**src/rtl/mac_fp_result_drain_if.sv**
```systemverilog
// mac_fp_result_drain_if
//   Bundles the signals between the FP add column, the result drain and the
//   writeback consumer.
//   slave  modport : the drain itself (consumes in_*, produces out_*, stall).
//   master modport : the surrounding logic (column pipeline + consumer).
//   in_data/in_valid/in_col/in_done : vector from the adder column.
//   stall                           : freeze request back to the column.
//   out_data/out_valid/out_ready    : serialized 32-bit word stream.
//   out_lane/out_col/out_last       : word position tags.
//   done_pulse                      : job-complete pulse.
//   level                           : vectors currently buffered.
interface mac_fp_result_drain_if #(
    parameter int SIZE  = 16,
    parameter int DEPTH = 4,
    parameter int CW    = $clog2(SIZE),
    parameter int LW    = $clog2(DEPTH + 1)
);
    logic [SIZE*32-1:0] in_data;
    logic               in_valid;
    logic [CW-1:0]      in_col;
    logic               in_done;
    logic               stall;
    logic [31:0]        out_data;
    logic               out_valid;
    logic               out_ready;
    logic [CW-1:0]      out_lane;
    logic [CW-1:0]      out_col;
    logic               out_last;
    logic               done_pulse;
    logic [LW-1:0]      level;

    modport slave (
        input  in_data, in_valid, in_col, in_done, out_ready,
        output stall, out_data, out_valid, out_lane, out_col, out_last,
               done_pulse, level
    );

    modport master (
        output in_data, in_valid, in_col, in_done, out_ready,
        input  stall, out_data, out_valid, out_lane, out_col, out_last,
               done_pulse, level
    );
endinterface

```
**src/rtl/mac_fp_result_drain.sv**
```systemverilog
// mac_fp_result_drain
//   Buffers SIZE x 32-bit result vectors from the FP add column in a DEPTH-deep
//   FIFO and serializes each vector, lane 0 first, onto a 32-bit valid/ready
//   stream. Raises stall while the FIFO is full so the column freezes.
//   clk  : clock, rising edge.
//   rst  : asynchronous active-high reset; discards all buffered vectors.
//   bus  : mac_fp_result_drain_if.slave (column input, word output, status).
module mac_fp_result_drain #(
    parameter int SIZE  = 16,
    parameter int DEPTH = 4,
    parameter int CW    = $clog2(SIZE)
) (
    input logic                   clk,
    input logic                   rst,
    mac_fp_result_drain_if.slave  bus
);
    localparam int PW = $clog2(DEPTH);
    localparam int LW = $clog2(DEPTH + 1);

    typedef enum logic {IDLE, SEND} state_t;

    logic [SIZE*32-1:0] r_mem_data [DEPTH];
    logic [CW-1:0]      r_mem_col  [DEPTH];
    logic               r_mem_done [DEPTH];

    logic [PW-1:0]      r_wr_ptr;
    logic [PW-1:0]      r_rd_ptr;
    logic [LW-1:0]      r_level;

    state_t             r_state;
    logic [CW-1:0]      r_word;
    logic [31:0]        r_out_data;
    logic               r_out_valid;
    logic [CW-1:0]      r_out_col;
    logic               r_out_last;
    logic               r_cur_done;
    logic               r_done_pulse;

    logic               w_stall;
    logic               w_push;
    logic               w_hs;
    logic               w_pop;
    logic [PW-1:0]      w_rd_next;

    function automatic logic [31:0] f_lane(input logic [SIZE*32-1:0] v,
                                           input logic [CW-1:0] idx);
        return v[32*int'(idx) +: 32];
    endfunction

    // Stall depends only on registered level, so there is no ready->stall path.
    assign w_stall   = (r_level == LW'(DEPTH));
    assign w_push    = bus.in_valid & ~w_stall;
    assign w_hs      = r_out_valid & bus.out_ready;
    assign w_pop     = w_hs & r_out_last;
    assign w_rd_next = r_rd_ptr + PW'(1);

    assign bus.stall      = w_stall;
    assign bus.out_data   = r_out_data;
    assign bus.out_valid  = r_out_valid;
    assign bus.out_lane   = r_word;
    assign bus.out_col    = r_out_col;
    assign bus.out_last   = r_out_last;
    assign bus.done_pulse = r_done_pulse;
    assign bus.level      = r_level;

    // FIFO storage: data only, no reset needed.
    always_ff @(posedge clk) begin
        if (w_push) begin
            r_mem_data[r_wr_ptr] <= bus.in_data;
            r_mem_col[r_wr_ptr]  <= bus.in_col;
            r_mem_done[r_wr_ptr] <= bus.in_done;
        end
    end

    always_ff @(posedge clk or posedge rst) begin
        if (rst) begin
            r_wr_ptr <= '0;
            r_rd_ptr <= '0;
            r_level  <= '0;
        end else begin
            if (w_push) r_wr_ptr <= r_wr_ptr + PW'(1);
            if (w_pop)  r_rd_ptr <= w_rd_next;
            r_level <= r_level + LW'(w_push) - LW'(w_pop);
        end
    end

    // Serializer FSM. Outputs are registered, so the next head vector is
    // loaded one step ahead; when the FIFO would otherwise be empty after a
    // pop, the vector being pushed that same cycle is taken straight from
    // the input to avoid a bubble.
    always_ff @(posedge clk or posedge rst) begin
        if (rst) begin
            r_state      <= IDLE;
            r_word       <= '0;
            r_out_data   <= '0;
            r_out_valid  <= 1'b0;
            r_out_col    <= '0;
            r_out_last   <= 1'b0;
            r_cur_done   <= 1'b0;
            r_done_pulse <= 1'b0;
        end else begin
            r_done_pulse <= 1'b0;
            case (r_state)
                IDLE: begin
                    if (r_level != '0) begin
                        r_state     <= SEND;
                        r_out_valid <= 1'b1;
                        r_word      <= '0;
                        r_out_data  <= f_lane(r_mem_data[r_rd_ptr], '0);
                        r_out_col   <= r_mem_col[r_rd_ptr];
                        r_cur_done  <= r_mem_done[r_rd_ptr];
                        r_out_last  <= 1'b0;
                    end
                end
                SEND: begin
                    if (w_hs) begin
                        if (!r_out_last) begin
                            r_word     <= r_word + CW'(1);
                            r_out_data <= f_lane(r_mem_data[r_rd_ptr], r_word + CW'(1));
                            r_out_last <= ((r_word + CW'(1)) == CW'(SIZE - 1));
                        end else begin
                            r_done_pulse <= r_cur_done;
                            r_word       <= '0;
                            r_out_last   <= 1'b0;
                            if (r_level > LW'(1)) begin
                                r_out_data <= f_lane(r_mem_data[w_rd_next], '0);
                                r_out_col  <= r_mem_col[w_rd_next];
                                r_cur_done <= r_mem_done[w_rd_next];
                            end else if (w_push) begin
                                r_out_data <= f_lane(bus.in_data, '0);
                                r_out_col  <= bus.in_col;
                                r_cur_done <= bus.in_done;
                            end else begin
                                r_state     <= IDLE;
                                r_out_valid <= 1'b0;
                            end
                        end
                    end
                end
                default: r_state <= IDLE;
            endcase
        end
    end
endmodule

```
**src/flat_wrapper.sv**
```systemverilog
// flat-port wrapper written by rule: the top's interface ports become plain ports
module mac_fp_result_drain_flat 
#(
    parameter int SIZE  = 16,
    parameter int DEPTH = 4,
    parameter int CW    = $clog2(SIZE)
)
  (clk, rst, bus_in_data, bus_in_valid, bus_in_col, bus_in_done, bus_out_ready, bus_stall, bus_out_data, bus_out_valid, bus_out_lane, bus_out_col, bus_out_last, bus_done_pulse, bus_level);
  mac_fp_result_drain_if #(.SIZE(SIZE), .DEPTH(DEPTH), .CW(CW)) bus_i ();
  input logic clk;
  input logic rst;
  input wire logic [$bits(bus_i.in_data)-1:0] bus_in_data;
  input wire logic [$bits(bus_i.in_valid)-1:0] bus_in_valid;
  input wire logic [$bits(bus_i.in_col)-1:0] bus_in_col;
  input wire logic [$bits(bus_i.in_done)-1:0] bus_in_done;
  input wire logic [$bits(bus_i.out_ready)-1:0] bus_out_ready;
  output wire logic [$bits(bus_i.stall)-1:0] bus_stall;
  output wire logic [$bits(bus_i.out_data)-1:0] bus_out_data;
  output wire logic [$bits(bus_i.out_valid)-1:0] bus_out_valid;
  output wire logic [$bits(bus_i.out_lane)-1:0] bus_out_lane;
  output wire logic [$bits(bus_i.out_col)-1:0] bus_out_col;
  output wire logic [$bits(bus_i.out_last)-1:0] bus_out_last;
  output wire logic [$bits(bus_i.done_pulse)-1:0] bus_done_pulse;
  output wire logic [$bits(bus_i.level)-1:0] bus_level;
  assign bus_i.in_data = bus_in_data;
  assign bus_i.in_valid = bus_in_valid;
  assign bus_i.in_col = bus_in_col;
  assign bus_i.in_done = bus_in_done;
  assign bus_i.out_ready = bus_out_ready;
  assign bus_stall = bus_i.stall;
  assign bus_out_data = bus_i.out_data;
  assign bus_out_valid = bus_i.out_valid;
  assign bus_out_lane = bus_i.out_lane;
  assign bus_out_col = bus_i.out_col;
  assign bus_out_last = bus_i.out_last;
  assign bus_done_pulse = bus_i.done_pulse;
  assign bus_level = bus_i.level;
  mac_fp_result_drain #(.SIZE(SIZE), .DEPTH(DEPTH), .CW(CW)) u_core (.clk(clk), .rst(rst), .bus(bus_i));
endmodule
```
**config.mk**
```make
export PLATFORM = sky130hd
export DESIGN_NAME = mac_fp_result_drain_flat
export DESIGN_NICKNAME = d
export VERILOG_FILES = /design/src/rtl/mac_fp_result_drain_if.sv /design/src/rtl/mac_fp_result_drain.sv /design/src/flat_wrapper.sv
export SDC_FILE = /design/constraint.sdc
export NUM_CORES = 2
export LEC_CHECK = 0
export ABC_AREA = 0
export CELL_PAD_IN_SITES_DETAIL_PLACEMENT = 1
export CELL_PAD_IN_SITES_GLOBAL_PLACEMENT = 1
export CORE_ASPECT_RATIO = 1.1
export CORE_MARGIN = 1.5
export CORE_UTILIZATION = 55
export DETAILED_ROUTE_END_ITERATION = 8
export PLACE_DENSITY = 0.87
export SETUP_SLACK_MARGIN = 0.4
export SLEW_MARGIN = 5
export SYNTH_ARGS = -nofsm -noshare
export SYNTH_HDL_FRONTEND = slang
export SYNTH_SLANG_ARGS = --single-unit
```
**constraint.sdc**
```tcl
create_clock -name clk -period 23.8 [get_ports clk]
set_input_delay 4.76 -clock clk [delete_from_list [all_inputs] [get_ports clk]]
set_output_delay 4.76 -clock clk [all_outputs]
set_load 0.02 [all_outputs]
```
# Word level (Yosys, flattened, before mapping)
# Memory sizes are Yosys's and may differ from the RTL's.
# Cells that the tools add are included.
[classes]
add_sub_neg = 5
n_eq_ne = 9
n_lt_le_gt_ge = 1
shifts = 1
n_mux = 42
bitwise_logic = 5
mul = 0
div = 0
reduce_logical = 5
[ops]
columns = ["cell", "n"]
rows = [
  ["$shiftx 512x10->32", 1],
  ["$mux 32", 5],
  ["$pmux 32 s2", 1],
  ["$mux 4", 8],
  ["$mux 1", 22],
  ["$pmux 4 s2", 2],
  ["$ne 2x2->1 const B", 4],
  ["$pmux 1 s2", 4],
  ["$reduce_and 5->1", 1],
  ["$add 2x1->2 const B", 2],
  ["$add 4x1->4 const B", 1],
  ["$eq 4x4->1 const B", 1],
  ["$ne 4x4->1 const B", 1],
  ["$reduce_and 4->1", 1],
  ["$add 3x1->3", 1],
  ["$and 1x1->1", 3],
  ["$eq 3x3->1 const B", 1],
  ["$gt 3x1->1 const B", 1],
  ["$ne 3x3->1 const B", 1],
  ["$reduce_and 3->1", 1],
  ["$reduce_bool 3->1", 1],
  ["$sub 3x1->3", 1],
  ["$ne 2x1->1 const B", 1],
  ["$not 1->1", 2],
  ["$reduce_and 2->1", 1],
]
[word_totals]
rom_bits = 0
memories = 3
latchBits = 0
reg_bits = 52
out_inout_bits = 47
in_bits = 521
mem_bits_rw = 2068
word_cells = 82
[memory_table]
columns = ["name", "words", "word_bits", "read_ports", "rd_clocked_by_memory_dff", "wr", "line", "rtl"]
rows = [
  ["u_core.r_mem_data", 4, 512, 2, 0, 1, "mac_fp_result_drain.sv:22", "logic [SIZE*32-1:0] r_mem_data [DEPTH];"],
  ["u_core.r_mem_col", 4, 4, 2, 0, 1, "mac_fp_result_drain.sv:23", "logic [CW-1:0] r_mem_col [DEPTH];"],
  ["u_core.r_mem_done", 4, 1, 2, 0, 1, "mac_fp_result_drain.sv:24", "logic r_mem_done [DEPTH];"],
]

# Longest topological paths before layout
[depth]
word_depth = 8
depth_mapped = 14
ltp_nobuf = 8

# Worst setup path after synthesis
# OpenSTA, ideal clock, no wires.
[synth_timing]
kind = "input to register"
startpoint = "input bus_in_valid"
endpoint = "memory u_core.r_mem_col[0][0] (netlist name) (enable)"
path_buffers = 1
t_arrival_ns = 16.810
required_time_ns = 22.851
cell_stages = 3
setup_ns = 0.949
setup_slack_ns = 6.040
path_cell_list = "nor2b_1 -> clkbuf_1 -> and2_1"
[synth_via]
elab_chain_len = 3
[synth_lines]
columns = ["element", "line", "rtl"]
rows = [
  ["start, declared", "flat_wrapper.sv:13", "input wire logic [$bits(bus_i.in_valid)-1:0] bus_in_valid;"],
  ["$and 1x1->1", "mac_fp_result_drain.sv:52", "assign w_push = bus.in_valid & ~w_stall;"],
  ["named net u_core.w_push", "mac_fp_result_drain.sv:40", "logic w_push;"],
  ["$mux 1", "mac_fp_result_drain.sv:68", "if (w_push) begin"],
  ["$mux 1 (implied by the code)", "mac_fp_result_drain.sv:70", "r_mem_col[r_wr_ptr] <= bus.in_col;"],
  ["end, declared", "mac_fp_result_drain.sv:23", ""],
]
# The timed path passes the listed nets, and every way through them passes these cells.

# Final worst setup path
[layout_timing]
startpoint = "input bus_in_valid"
endpoint = "memory u_core.r_mem_data[2][175] (netlist name) (enable)"
[layout_via]
elab_chain_len = 3
[layout_lines]
columns = ["element", "line", "rtl"]
rows = [
  ["$and 1x1->1", "mac_fp_result_drain.sv:52", ""],
  ["$mux 1", "mac_fp_result_drain.sv:68", ""],
  ["$mux 1 (implied by the code)", "mac_fp_result_drain.sv:69", "r_mem_data[r_wr_ptr] <= bus.in_data;"],
  ["end, declared", "mac_fp_result_drain.sv:22", ""],
]
# Every way passes these cells.

==> impl_metrics.py <==
metrics = {
    "status": {
        "status": "completed",
    },
    "die": {
        "initial_utilization_pct": 55.5,
        "ios": 568,
        "rows": 149,
        "die_w_um": 374,
        "dieHeight_um": 412,
        "core_mm2": 0.150,
        "die-area_mm2": 0.154,
    },
    "routing": {
        "vias": 45863,
        "dr.pass1.iters": 5,
        "drt.antenna.violating_nets": 0,
        "routed_wl_mm": 253,
        "vias_per_cell": 6.75,
        "drc_errors": 0,
        "wire_per_inst_um": 37.2,
        "first_iter_violations": 5780,
    },
    "synth": {
        "synth_seq_area_share_pct": 76.0,
        "yosys_warnings": 0,
        "synth_top_area_share_pct": 74.4,
        "synth_fa_ha_area_share_pct": 0.174,
        "synth_ff_type": "edfxtp_1",
        "async_reset_ff_share_pct": 2.45,
        "synth_edf_count": 2068,
        "syn_area_mm2": 0.0835,
        "synth-xor-area-share_pct": 0.114,
        "synth.avg_cell_area_um2": 20.8,
        "synth_area_leaders": "edfxtp_1, mux4_2, mux2i_1",
        "synth-seq-cells": 2120,
        "synth_compound_area_share_pct": 4.40,
        "yosys.area_share.simple_pct": 2.01,
        "syn-num-nets": 4538,
        "yosys-mux-area-fraction_pct": 15.2,
        "synth_top_family_by_area": "multiplexers",
        "synth_top_area_cell": "edfxtp_1",
        "syn_inst": 4006,
        "synthDistinctLibCells": 80,
    },
    "setup_path": {
        "worstPathMaxFanout": 68,
        "cp_common_cell": "buf_4",
        "slowest_delay_ns": 0.92,
        "cp_cell_sequence": "clkdlybuf4s50_1, nor2b_1, and2_4, buf_4, buf_4, buf_4",
        "slowest_stage": "buf_4",
        "cp.required_ns": 24.27,
        "worst-setup-path-type": "in2reg",
        "end_kind": "register",
        "start_kind": "primary input",
        "cp.arrival_ns": 9.66,
    },
    "timing": {
        "finClkSkew_ns": 0.0615,
        "setup-tns-final_ns": 0,
        "maxSlewViolCount": 0,
        "grt_setup_unrepaired": "no",
        "max_freq_mhz": 109,
        "setup_violations": 0,
        "fin_crit_sh_pct": 38.6,
        "hold_viol": 0,
        "max-slew-margin-rel_pct": 4.12,
        "finalCriticalPeriod_ns": 9.19,
        "worstMarginPinSlew_ns": 1.43,
        "layout_setup_ws_ns": 14.61,
    },
    "clock_network": {
        "cts_inserted_buffers": 202,
        "cts-root-buf": "clkbuf_16",
        "cts.sinks": 2120,
        "cts_setup_buffers": 0,
        "cts_max_level": 4,
        "cts_tree": "done",
        "worstSkewPairLatency_ns": 0.89,
        "clockBufferDepth": 3,
        "cts.clk_slew.worst_paths_ns": 0.07,
        "hold_buffers": 0,
        "post_cts_resized": 0,
    },
    "layout": {
        "drive_above_1_share_pct": 18.9,
        "num-nets-final": 5148,
        "area_growth_pct": 16.9,
    },
    "placed_design": {
        "routabilityCongestion": 0.842,
        "hpwl_mm": 156,
        "numPortBuffers": 567,
        "dpl_worst_slack_ns": 13.79,
    },
    "pwr": {
        "seq_power_share_pct": 41.2,
        "p_per_area_mw_per_mm2": 131,
        "combPwrFrac_pct": 32.8,
        "ir_drop_mv": 0.132,
        "sw_frac_of_total_pct": 34.6,
        "p_int_mw": 8.33,
        "p_leak_nw": 31.0,
        "switchingPower_mw": 4.41,
        "p_clk_share_pct": 26.0,
    },
    "global_route": {
        "grt.overflow.total": 0,
        "grt_start_max_net_pins": 166,
        "grt_pass1_wl_mm": 357,
        "antenna_found_initial": 71,
        "grt.total_usage_pct": 32.8,
        "grt_pass1_vias": 48449,
    },
    "job": {
        "drv_cap": 0,
    },
    "min_path": {
        "hold_path_class": "reg2reg",
    },
}
## layout make-up
cell class / count / area [µm²]
multi-input cells: 1638 / 18400
diodes: 38 / 95.1
repair buffers: 640 / 6290
well taps: 1963 / 2460
clock buffers: 259 / 5380
clock inverters: 118 / 1400
inverters: 14 / 53.8
fillers: 12211 / 52700
flip-flops and latches: 2120 / 63400
## cell usage after synthesis, types with 49 or more instances
cell type	count
a211oi_1	50
a21oi_1	68
a22oi_1	72
buf_2	74
buf_4	53
dfrtp_1	52
edfxtp_1	2068
mux2_2	50
mux2i_1	233
mux4_2	435
nand2_1	132
nand3_1	49
nor2_1	96
o21ai_0	85
o22ai_1	105
## flip-flops by register name, summed over array words and instances, names as in the netlist
signal	count
u_core.bus.done_pulse	1
u_core.bus.level	3
u_core.bus.out_col	4
u_core.bus.out_data	32
u_core.bus.out_lane	4
u_core.bus.out_last	1
u_core.bus.out_valid	1
u_core.r_cur_done	1
u_core.r_mem_col	16
u_core.r_mem_data	2048
u_core.r_mem_done	4
u_core.r_rd_ptr	2
u_core.r_state	1
u_core.r_wr_ptr	2
## critical path, delay by kind of cell
family / cells / cell delay [ns]
buffers and inverters: 4 / 3.28
and+or+nand+nor: 2 / 1.43
## cells in the final DEF, fill, tap and decap left out, types with 20 or more instances in the layout
master and count:
a211oi_1 50, a21oi_1 68, a22oi_1 72, a2bb2oi_1 20, buf_4 68, bufinv_16 21, clkbuf_1 48, clkbuf_16 204
clkdlybuf4s50_1 567, clkinv_1 33, clkinv_2 38, dfrtp_1 49, diode_2 38, edfxtp_1 2068, mux2_2 50, mux2i_1 233
mux4_2 435, nand2_1 131, nand3_1 49, nor2_1 91, nor3_1 22, o21ai_0 85, o22ai_1 105
## power by group through the flow
stage,registers [mW],logic [mW],clock network [mW]
after global routing,5.29,4.34,3.44
after detailed placement,5.28,4.07,0
after CTS,5.24,4.16,3.33
after global placement,5.19,3.95,0
after floorplan,5.60,2.67,0
final,5.25,4.18,3.31
## logic make-up after synthesis
kind of cell / Yosys count
flip-flops: 2120
AO/OA/AOI/OAI: 533
buffers and inverters: 248
XOR/XNOR: 10
adder cells (fa/ha/maj): 11
multiplexers: 718
AND/OR/NAND/NOR: 366
## final timing paths
kind | end | slack (ns) | start | depth (start not counted)
max | u_core.r_mem_data[2][175] | 14.61 | bus_in_valid | 6
min | u_core.bus.out_data[27] | 0.52 | u_core.bus.out_data[27] | 2
max reg2reg | u_core.bus.out_data[14] | 18.18 | u_core.r_rd_ptr[1] | 9
min reg2reg | u_core.bus.out_data[27] | 0.52 | u_core.bus.out_data[27] | 2
max in group asynchronous | u_core.bus.out_lane[0] | 18.47 | rst | 3
min in group asynchronous | u_core.bus.out_data[3] | 4.55 | rst | 3
## stage by stage
stage	std cells	area (µm²)	power, mW	hold WS (ns)	utilization, %
floorplan	4006	83500	8.27	0.471	-
global placement	6375	90700	9.14	0.470	60.3
detailed placement	6375	90700	9.35	0.486	60.3
CTS	6752	97400	12.7	0.516	64.8
global route	6781	97500	13.1	0.545	64.9
finish	6790	97500	12.7	0.518	64.9
## metal layers
layer | vias up | part of all wire (%) | GRT usage (%)
met2 | 2940 | 50 | 54.3
li1 | 18066 | - | -
met5 | - | 0.13 | 0
met1 | 24120 | 35 | 40.5
met3 | 677 | 9.1 | 7.67
met4 | 60 | 5.8 | 17.0
(Power assumes the default switching activity.)
